`src/rtl/ps2_scancode_decoder.sv`:
```
// rtl/ps2_scancode_decoder.sv - PS/2 Set 2 scan code decoder with modifier tracking and event FIFO
module ps2_scancode_decoder #(
  parameter int FIFO_DEPTH     = 4,
  parameter int PREFIX_TIMEOUT = 100000
) (
  input  logic       clk,
  input  logic       rst_l,
  input  logic [7:0] byte_in,
  input  logic       byte_valid,
  output logic [7:0] evt_code,
  output logic       evt_ext,
  output logic       evt_break,
  output logic [2:0] evt_mods,
  output logic       evt_valid,
  input  logic       evt_ready,
  output logic [2:0] mods,
  output logic       overflow,
  input  logic       clr_overflow
);

  localparam int AW = (FIFO_DEPTH > 1) ? $clog2(FIFO_DEPTH) : 1;
  localparam int TW = (PREFIX_TIMEOUT > 1) ? $clog2(PREFIX_TIMEOUT + 1) : 1;
  localparam logic [TW-1:0] TO_LAST = TW'((PREFIX_TIMEOUT > 0) ? PREFIX_TIMEOUT - 1 : 0);
  localparam logic [AW:0] FULL_CNT = (AW + 1)'(FIFO_DEPTH);

  typedef enum logic [2:0] {IDLE, EXT, BRK, EXT_BRK, PAUSE} state_t;

  state_t        state, state_n;
  logic [2:0]    skip, skip_n;
  logic [TW-1:0] to_cnt;
  // {ralt, lalt, rctrl, lctrl, rshift, lshift}
  logic [5:0]    mod_q, mod_n;
  logic          key_evt, key_ext, key_brk, pause_evt, fake, push;
  logic [12:0]   push_data;

  always_comb begin
    state_n   = state;
    skip_n    = skip;
    key_evt   = 1'b0;
    key_ext   = 1'b0;
    key_brk   = 1'b0;
    pause_evt = 1'b0;
    if (byte_valid) begin
      case (state)
        IDLE: begin
          case (byte_in)
            8'hE0: state_n = EXT;
            8'hF0: state_n = BRK;
            8'hE1: begin state_n = PAUSE; skip_n = 3'd7; end
            8'h00, 8'hAA, 8'hEE, 8'hFA, 8'hFC, 8'hFD, 8'hFE, 8'hFF: ;
            default: key_evt = 1'b1;
          endcase
        end
        EXT: begin
          case (byte_in)
            8'hF0: state_n = EXT_BRK;
            8'hE0: state_n = EXT;
            8'hE1: begin state_n = PAUSE; skip_n = 3'd7; end
            default: begin key_evt = 1'b1; key_ext = 1'b1; state_n = IDLE; end
          endcase
        end
        BRK: begin
          key_evt = 1'b1; key_brk = 1'b1; state_n = IDLE;
        end
        EXT_BRK: begin
          key_evt = 1'b1; key_ext = 1'b1; key_brk = 1'b1; state_n = IDLE;
        end
        PAUSE: begin
          if (skip == 3'd1) begin
            pause_evt = 1'b1;
            state_n   = IDLE;
          end
          skip_n = skip - 3'd1;
        end
        default: state_n = IDLE;
      endcase
    end

    // E0 12 / E0 59 are keyboard-generated fake shifts around extended keys
    fake  = key_ext && (byte_in == 8'h12 || byte_in == 8'h59);
    mod_n = mod_q;
    if (key_evt && !fake) begin
      case ({key_ext, byte_in})
        9'h012: mod_n[0] = !key_brk;
        9'h059: mod_n[1] = !key_brk;
        9'h014: mod_n[2] = !key_brk;
        9'h114: mod_n[3] = !key_brk;
        9'h011: mod_n[4] = !key_brk;
        9'h111: mod_n[5] = !key_brk;
        default: ;
      endcase
    end
    push      = (key_evt && !fake) || pause_evt;
    push_data = {pause_evt ? 8'hE1 : byte_in, key_ext, key_brk,
                 mod_n[5] | mod_n[4], mod_n[3] | mod_n[2], mod_n[1] | mod_n[0]};
  end

  always_ff @(posedge clk or negedge rst_l) begin
    if (!rst_l) begin
      state  <= IDLE;
      skip   <= '0;
      mod_q  <= '0;
      to_cnt <= '0;
    end else if (byte_valid) begin
      state  <= state_n;
      skip   <= skip_n;
      mod_q  <= mod_n;
      to_cnt <= '0;
    end else if (state != IDLE) begin
      if (PREFIX_TIMEOUT != 0 && to_cnt == TO_LAST) begin
        state  <= IDLE;
        to_cnt <= '0;
      end else begin
        to_cnt <= to_cnt + 1'b1;
      end
    end else begin
      to_cnt <= '0;
    end
  end

  assign mods = {mod_q[5] | mod_q[4], mod_q[3] | mod_q[2], mod_q[1] | mod_q[0]};

  logic [12:0]   mem [FIFO_DEPTH];
  logic [AW-1:0] wr_ptr, rd_ptr;
  logic [AW:0]   count;
  logic          full, pop, do_push;

  assign full      = (count == FULL_CNT);
  assign evt_valid = (count != '0);
  assign pop       = evt_valid && evt_ready;
  assign do_push   = push && (!full || pop);

  always_ff @(posedge clk or negedge rst_l) begin
    if (!rst_l) begin
      for (int i = 0; i < FIFO_DEPTH; i++) mem[i] <= '0;
      wr_ptr   <= '0;
      rd_ptr   <= '0;
      count    <= '0;
      overflow <= 1'b0;
    end else begin
      if (do_push) begin
        mem[wr_ptr] <= push_data;
        wr_ptr      <= (wr_ptr == AW'(FIFO_DEPTH - 1)) ? '0 : wr_ptr + 1'b1;
      end
      if (pop) rd_ptr <= (rd_ptr == AW'(FIFO_DEPTH - 1)) ? '0 : rd_ptr + 1'b1;
      if (do_push && !pop)      count <= count + 1'b1;
      else if (pop && !do_push) count <= count - 1'b1;
      if (push && full && !pop) overflow <= 1'b1;
      else if (clr_overflow)    overflow <= 1'b0;
    end
  end

  assign {evt_code, evt_ext, evt_break, evt_mods} = mem[rd_ptr];

endmodule

```
`config.mk`:
```
export PLATFORM = sky130hd
export DESIGN_NAME = ps2_scancode_decoder
export DESIGN_NICKNAME = d
export VERILOG_FILES = /design/src/rtl/ps2_scancode_decoder.sv
export SDC_FILE = /design/constraint.sdc
export NUM_CORES = 1
export LEC_CHECK = 0
export BUFFER_PORTS_ARGS = -buffer_cell sky130_fd_sc_hd__buf_2
export CORE_MARGIN = 1
export CORE_UTILIZATION = 40
export DETAILED_ROUTE_END_ITERATION = 6
export PLACE_DENSITY = 0.54
export SYNTH_ARGS = -nofsm -noshare
export SYNTH_HDL_FRONTEND = slang
export SYNTH_SLANG_ARGS = --single-unit
```
`constraint.sdc`:
```
create_clock -name clk -period 3.08 [get_ports clk]
set_input_delay 0.154 -clock clk [delete_from_list [all_inputs] [get_ports clk]]
set_output_delay 0.154 -clock clk [all_outputs]
set_load 0.03 [all_outputs]
```
# Word level (Yosys, flattened, before mapping)
# Cells that the tools add are included.
[op_classes]
bitwise = 8
eq_ne = 30
n_addsub = 6
n_reduce_logical = 32
muxes = 43
magnitude_cmp = 3
[op_table]
columns = ["cell", "count"]
rows = [
  ["$eq A8 B8 Y1 const B", 10],
  ["$bwmux W52", 1],
  ["$mux W17", 3],
  ["$mux W13", 3],
  ["$eq A9 B5 Y1 const B", 3],
  ["$pmux W3 S3", 3],
  ["$bmux W13 S2", 1],
  ["$demux W13 S2", 1],
  ["$mux W3", 7],
  ["$eq A9 B9 Y1 const B", 2],
  ["$add A17 B1 Y17 const B", 1],
  ["$eq A17 B17 Y1 const B", 1],
  ["$mux W1", 17],
  ["$reduce_or A11 Y1", 1],
  ["$reduce_bool A2 Y1", 5],
  ["$eq A9 B7 Y1 const B", 1],
  ["$logic_and A1 B1 Y1", 9],
  ["$eq A8 B5 Y1 const B", 1],
  ["$eq A8 B7 Y1 const B", 1],
  ["$logic_not A8 Y1", 1],
  ["$mux W8", 1],
  ["$eq A3 B1 Y1 const B", 2],
  ["$eq A3 B2 Y1 const B", 2],
  ["$eq A3 B3 Y1 const B", 2],
  ["other kinds (24)", 43],
]
[word_totals]
word_cells = 134
regBits = 89
inputBits = 13
output_inout_bits = 18

# Depth between registers and ports, before layout
# Gate-level depths: netlist of the first run.
[depth]
word_depth = 14
mapped_depth = 13
mapped_depth_nobuf = 12

# Worst setup path before layout of the first run
# OpenSTA, ideal clock, no wires.
[synth_path]
kind = "reg-to-reg"
from = "register state[1]"
to = "register count[2]"
period_less_slack_ps = 2674
path_slack_ps = 406
n_path_buf = 2
setup_ps = 79
arrival_time_ps = 2595
path_stages_with_launch = 14
required_ps = 3001
path_cell_list = "dfrtp_1 -> nor2_1 -> and3_1 -> clkbuf_1 -> nor3b_2 -> a31oi_4 -> buf_6 -> nor2_2 -> ha_1 -> inv_1 -> fa_1 -> xor2_1 -> nor2_1 -> xor2_1"
[synth_via]
elab_chain_cells = 11
elab_cells_between_ends = 22
cone_classes = "eq/ne (4); mux (7); reduce/logical (11)"
[synth_rtl]
columns = ["element", "line_no", "source"]
rows = [
  ["start: declaration", "28", "state_t state, state_n;"],
  ["start signal: assignment", "105", "state <= state_n;"],
  ["$eq A3 B2 Y1 or $eq A3 B1 Y1 (tied branches)", "44", "case (state)"],
  ["$pmux W1 S2", "44", ""],
  ["$mux W1", "43", "if (byte_valid) begin"],
  ["$logic_and A1 B1 Y1", "80", "fake = key_ext && (byte_in == 8'h12 || byte_in == 8'h59);"],
  ["$logic_not A1 Y1", "93", "push = (key_evt && !fake) || pause_evt;"],
  ["$logic_and A1 B1 Y1", "93", ""],
  ["$logic_or A1 B1 Y1 *", "93", ""],
  ["$logic_and A1 B1 Y1 *", "131", "assign do_push = push && (!full || pop);"],
  ["named net do_push", "126", "logic full, pop, do_push;"],
  ["$logic_not A1 Y1", "147", "else if (pop && !do_push) count <= count - 1'b1;"],
  ["$logic_and A1 B1 Y1", "147", ""],
  ["$reduce_bool A2 Y1 (no line)", "-", ""],
  ["end signal: assignment", "146", "if (do_push && !pop) count <= count + 1'b1;"],
  ["end signal: assignment", "147", ""],
  ["end: declaration", "125", "logic [AW:0] count;"],
]
# Mark *: on every way through the listed nets, which the timed path passes. The rest lies on a longest branch.
# A chain may end at the register's enable or synchronous reset.

# Worst setup path in the final report of the first run
# Same ends and word-level chain as after synthesis.

==> results of run 1 <==
-- layout make-up --
| class | instances | area share, % |
|---|---|---|
| Clock buffer | 15 | 3.14 |
| Inverter | 9 | 0.679 |
| Multi-Input combinational cell | 301 | 41.7 |
| Sequential cell | 89 | 44.8 |
| Tap cell | 140 | 3.52 |
| Timing Repair Buffer | 50 | 6.19 |
-- layer usage --
metal	wire, um	vias up
met5	0	-
met1	5080	1695
met4	123	0
met3	475	10
met2	4630	69
li1	-	1599
-- sequential cells by signal, indices dropped and copies added (netlist names) --
register  count
mem          52
to_cnt       17
mod_q         6
count         3
skip          3
state         3
rd_ptr        2
wr_ptr        2
overflow      1
-- critical path: stages, from the launching register on --
cell     delay (ns)
dfrtp_1        0.47
nor2_1         0.19
and3_1         0.30
nor3b_2        0.31
a31oi_4        0.06
nor2_2         0.14
ha_1           0.19
inv_1          0.06
fa_1           0.37
xor2_1         0.16
nor2_1         0.10
xor2_1         0.17
-- cells in the mapped netlist (all sizes together) (7+ instances only) --
cell / instances
inv: 9
buf: 7
ha: 9
nand2: 22
dfrtp: 89
nand3: 15
xor2: 13
nor2: 38
mux4: 13
o21ai: 98
mux2: 12
or2: 8
clkbuf: 16
-- stage by stage --
stage | instance area [um2] | hold slack (ns) | util [%]
after global routing | 4970 | 0.208 | 45.9
after detailed placement | 4800 | 0.161 | 44.3
after global placement | 4800 | 0.162 | 44.3
final | 4970 | 0.203 | 45.9
after floorplan | 4440 | -0.142 | -
after CTS | 4970 | 0.188 | 45.9
-- final timing paths --
path | startpoint | end | slack, ns | cells past startpoint
setup reg to reg | state[1]$_DFFE_PN0P_ | count[2]$_DFFE_PN0P_ | 0.47 | 11
hold reg to reg | to_cnt[0]$_DFF_PN0_ | to_cnt[0]$_DFF_PN0_ | 0.48 | 1
hold / removal | evt_ready | overflow$_DFFE_PN0P_ | 0.20 | 3
min in group asynchronous | rst_l | mem[34]$_DFFE_PN0P_ | 0.28 | 2
setup / recovery | state[1]$_DFFE_PN0P_ | count[2]$_DFFE_PN0P_ | 0.47 | 11
max in group asynchronous | rst_l | to_cnt[13]$_DFF_PN0_ | 2.04 | 3
-- cell families after synthesis --
kind of cell / after synthesis
AO/OA/AOI/OAI: 125
buffers and inverters: 32
flip-flops: 89
AND/OR/NAND/NOR: 120
multiplexers: 27
XOR/XNOR: 19
adder cells (fa/ha/maj): 10
-- power by group through the flow --
| stage | Sequential [W] | Clock, W | Combinational [W] |
|---|---|---|---|
| 2_1_floorplan | 0.00170 | 0 | 0.00125 |
| 3_3_place_gp | 0.00178 | 0 | 0.00168 |
| 3_5_place_dp | 0.00180 | 0 | 0.00171 |
| 4_1_cts | 0.00178 | 0.000722 | 0.00172 |
| 5_1_grt | 0.00182 | 0.000780 | 0.00187 |
| 6_report | 0.00177 | 0.000705 | 0.00170 |
==> qor.txt, run 1 <==
CORE AREA = 10800 um2
GP Congestion = 0.876
Sw Pwr = 0.00163 W
Placed Cells = 587
Placement Rows = 38
post-route setup slack = 0.469 ns
Cell Area, Synth = 4440 um2
fmax = 383 MHz
vias after detailed routing = 3373
Reg clk slew, reported paths = 0.08 ns
Net Sw Frac = 39.2%
Non-Filler Instances = 604
Simple-Gate Fraction of Synth Area = 13.8%
CTS root buffer = clkbuf_8
postcts setup bufs = 0
Max-slew headroom = 50.9%
crit path max fanout = 9
Congestion Overflow GR = 0
Inserted Diodes = 0
Warnings, synthesis = 0
commonest non-fill, non-tap cells in the layout = 97 x o21ai_0, 89 x dfrtp_1, 37 x nor2_1
Slew Limit Fails = 0
PD cells = 839 nW/um2
Synth Area in XOR/XNOR = 3.75%
max_cap viols = 0
fraction of layout instances using a drive strength above 1 = 20.9%
busiest layer in global routing = met2
total power = 0.00417 W
DRC errors left = 0
Combinational Power Share = 40.6%
worst skew pair latency = 0.36 ns
Setup Crit Path Kind = flop to flop
met1 track demand over resource = 28.8%
Compound-Gate Fraction of Synth Area = 15.9%
Initial Util = 40.9%
Max Root-Sink Buffers = 2
largest net degree at the start of global routing = 38
Tmin final = 2.61 ns
register area = 2230 um2
area leader, netlist = dfrtp_1
Cells after Synth = 422
clock power share = 16.9%
Ports = 31
Mean Syn Cell Area = 10.5 um2
adder-cell share of the synthesized area = 2.99%
CTS sink cnt = 89
vias in the first global route = 3343
initial DRC count = 165
Worst Hold Class = primary input to flop
CTS Hold Bufs = 2
Die H = 107 um
first-pass GRT wire length = 17.3 mm
Final Hold Violating Endpoints = 0
drt total wl = 10.3 mm
fillers = 1060
#FFs+latches synth = 89
most common cell after layout, fill and taps aside = o21ai_0
Layout area overhead = 12.1%
vias per cell = 5.58
pre-CTS setup slack = 0.451 ns
met3 Usage GRT = 2.72%
First-pass DRT Iterations = 4
Clock Skew = 0.00616 ns
sequential share of power = 42.5%
WP data required = 3.37 ns
status = finished clean
All-Layer GR Usage = 19.8%
final period utilization = 84.8%
largest family of logic cells by synthesized area = compound AO/OA/AOI/OAI gates
Die Footprint = 11500 um2
RSZ-0062 raised after global routing = no
Post-DRT Antenna Nets = 0
initial antenna violation count = 0
mux contribution to synthesized area = 10.2%
M2 GR Usage = 29.7%
Setup-failing EPs final = 0
Num CTS Buffers = 9
# port buffers = 30
DR WL/cell = 17.1 um
Int Pwr = 0.00254 W
area of the multi-input gates = 2070 um2
Distinct cells, synth = 52
CP Capture Type = flop
Post-synth EDFFs = 0
share of the synthesized area in the top cell type = 50.2%
nets = 483
worst slew pin tran = 0.737 ns
Fin Setup TNS = 0 ns
Worst Path Arrival = 2.90 ns
peak supply drop = 0.377 mV
FFs w/ async S/R, synth = 100%
Die Width = 107 um
CTS tree = yes
commonest register cell after synthesis = dfrtp_1
leakage = 2.15 nW
ranking of synthesized cells by area = dfrtp_1 50%, o21ai_0 11%, mux4_2 6.6%, nor2_1 3.1%, mux2_2 2.8%
Seq/Total Area, Yosys = 50.2%
dpl hpwl = 7.14 mm
post-CTS sizing = 0
Worst setup SP type = flop
syn nets = 445
H-Tree Depth = 3
Power figures use the tool's default switching activity.
==> run 2, diff against run 1 <==
Settings changed: PLACE_DENSITY 0.54 to 0.56.
Clock period 3.08 ns to 2.2 ns, I/O delays scaled along.
==> run 2 against run 1 <==
Setup slack got worse by 0.72 ns. The run now ends with setup timing left. Critical path type unchanged. Final cell count up 4.8%. Sequential power increased by 42%. Final area grew 8.3%. Highest routed layer unchanged. First-iteration DRC count up 22%. Via count rose by 3.9%. Critical endpoint is now count[1]$_DFFE_PN0P_. Utilization rose by 3.8 points. Power increased by 55%. Clock-buffer cell count down 5.
==> qor.txt, run 2 (synthesis results as in run 1) <==
max reg flops = 52
Largest regs = mem x52, to_cnt x17, mod_q x6
H-Tree Depth = 3
PD cells = 1200 nW/um2
worst slew pin tran = 1.20 ns
area of the multi-input gates = 2130 um2
vias in the first global route = 3448
CTS sink cnt = 89
Initial Util = 40.9%
initial antenna violation count = 0
CORE AREA = 10800 um2
initial DRC count = 202
final period utilization = 111%
Reg clk slew, reported paths = 0.09 ns
Worst Hold Class = primary input to flop
number of cells on the critical path = 9
worst r2r path cells = 9
Placement Rows = 38
nets = 512
GP Congestion = 0.826
status = finished with violations
Critical-path top delay cell = o41a_2
end of the critical path = count[1]$_DFFE_PN0P_
critical path's top delay family = compound AO/OA/AOI/OAI gates
Worst setup SP type = flop
fraction of layout instances using a drive strength above 1 = 27.4%
first-pass GRT wire length = 18.0 mm
CP Launch Point = state[1]$_DFFE_PN0P_
vias per cell = 5.54
worst path cell trace = nor2_1, a21oi_1, o41a_2, a31oi_4, nor2_4, ha_4, inv_2, fa_1, mux2_4
DR WL/cell = 17.0 um
Setup Crit Path Kind = flop to flop
DRC errors left = 0
CP Capture Type = flop
post-route setup slack = -0.248 ns
failing checks = setup timing
vias after detailed routing = 3504
Final Hold Violating Endpoints = 0
largest register by flop count = mem
CTS root buffer = clkbuf_8
Die Width = 107 um
reg2reg end = count[1]$_DFFE_PN0P_
Post-DRT Antenna Nets = 0
commonest non-fill, non-tap cells in the layout = 91 x o21ai_0, 89 x dfrtp_1, 40 x buf_4
Num CTS Buffers = 9
fmax = 409 MHz
Inserted Diodes = 0
worst reg2reg setup slack = -0.25 ns
# port buffers = 30
Critical path buffers and inverters = 1
fillers = 1006
Max-slew headroom = 19.5%
peak supply drop = 0.557 mV
First-pass DRT Iterations = 4
worst skew pair latency = 0.38 ns
WP data required = 2.46 ns
CTS tree = yes
leakage = 2.36 nW
RSZ-0062 raised after global routing = yes
Worst Path Arrival = 2.71 ns
Setup-failing EPs final = 39
total power = 0.00645 W
Tmin final = 2.45 ns
Ports = 31
crit path max fanout = 5
Congestion Overflow GR = 0
All-Layer GR Usage = 20.7%
max_cap viols = 0
Die Footprint = 11500 um2
Crit Reg-Reg Startpoint = state[1]$_DFFE_PN0P_
Layout area overhead = 21.3%
Max Root-Sink Buffers = 2
dpl hpwl = 7.37 mm
register area = 2230 um2
most common cell after layout, fill and taps aside = o21ai_0
largest net degree at the start of global routing = 70
Worst path max stage delay = 0.51 ns
drt total wl = 10.7 mm
Slew Limit Fails = 0
Clock Skew = 0.0132 ns
Fin Setup TNS = -1.51 ns
Die H = 107 um
==> run 2: what timing repair did <==
item                                    in CTS  in global routing
gates resized for setup                      1                 22
cloned                                       0                  0
pin swaps                                    3                  3
endpoints found under the setup margin      48                 54
hold buffers                                 2                  0
setup buffers                                2                  1
hold endpoints to repair                    21                  0
==> run 2: worst reg2reg max path, cell delays in order, from the launching register on <==
cell     delay, ns
dfrtp_1       0.43
nor2_1        0.17
a21oi_1       0.09
o41a_2        0.51
a31oi_4       0.20
nor2_4        0.06
ha_4          0.16
inv_2         0.05
fa_1          0.39
mux2_4        0.28
==> run 2: worst min-delay path by stage <==
stage,cells after the start,slack (ns),end,startpoint
after global routing,3,0.15,overflow$_DFFE_PN0P_,evt_ready
after detailed placement,1,0.02,to_cnt[1]$_DFF_PN0_,rst_l
final,3,0.14,mem[10]$_DFFE_PN0P_,byte_in[5]
after floorplan,0,-0.19,count[0]$_DFFE_PN0P_,rst_l
after CTS,3,0.12,mem[10]$_DFFE_PN0P_,byte_in[5]
after global placement,1,0.02,to_cnt[0]$_DFF_PN0_,rst_l
==> run 2: area by class of cell <==
class	instances	area share, %
sequential	89	41.4
clock buffer	10	2.37
tap	140	3.25
multi-input combinational	301	39.6
clock inverter	5	1.95
timing repair buffer	79	10.9
inverter	9	0.627
==> run 2: metal layers <==
| metal | track usage [%] | part of all wire, % | vias up |
|---|---|---|---|
| li1 | - | - | 1651 |
| met4 | 8.51 | 1.8 | 0 |
| met3 | 3.39 | 3.2 | 16 |
| met1 | 30.7 | 51 | 1761 |
| met5 | 0 | 0 | - |
| met2 | 30.1 | 44 | 76 |
==> run 2: power breakdown <==
part	total, W	internal [W]	switching, W	leakage [nW]
Combinational	0.00260	0.00115	0.00145	1.08
Clock	0.00134	0.000749	0.000594	0.109
Sequential	0.00251	0.00214	0.000369	1.17
Total	0.00645	0.00403	0.00242	2.36
==> run 2: per-stage QoR <==
stage / utilization [%] / instance area (um2) / hold WS [ns] / worst slack (ns) / cells
after floorplan: - / 4470 / -0.186 / -0.340 / 422
after global placement: 46.6 / 5050 / 0.0215 / -0.196 / 614
after detailed placement: 46.6 / 5050 / 0.0205 / -0.229 / 614
after CTS: 49.0 / 5320 / 0.116 / -0.226 / 632
after global routing: 49.7 / 5380 / 0.152 / -0.302 / 633
final: 49.7 / 5380 / 0.136 / -0.248 / 633
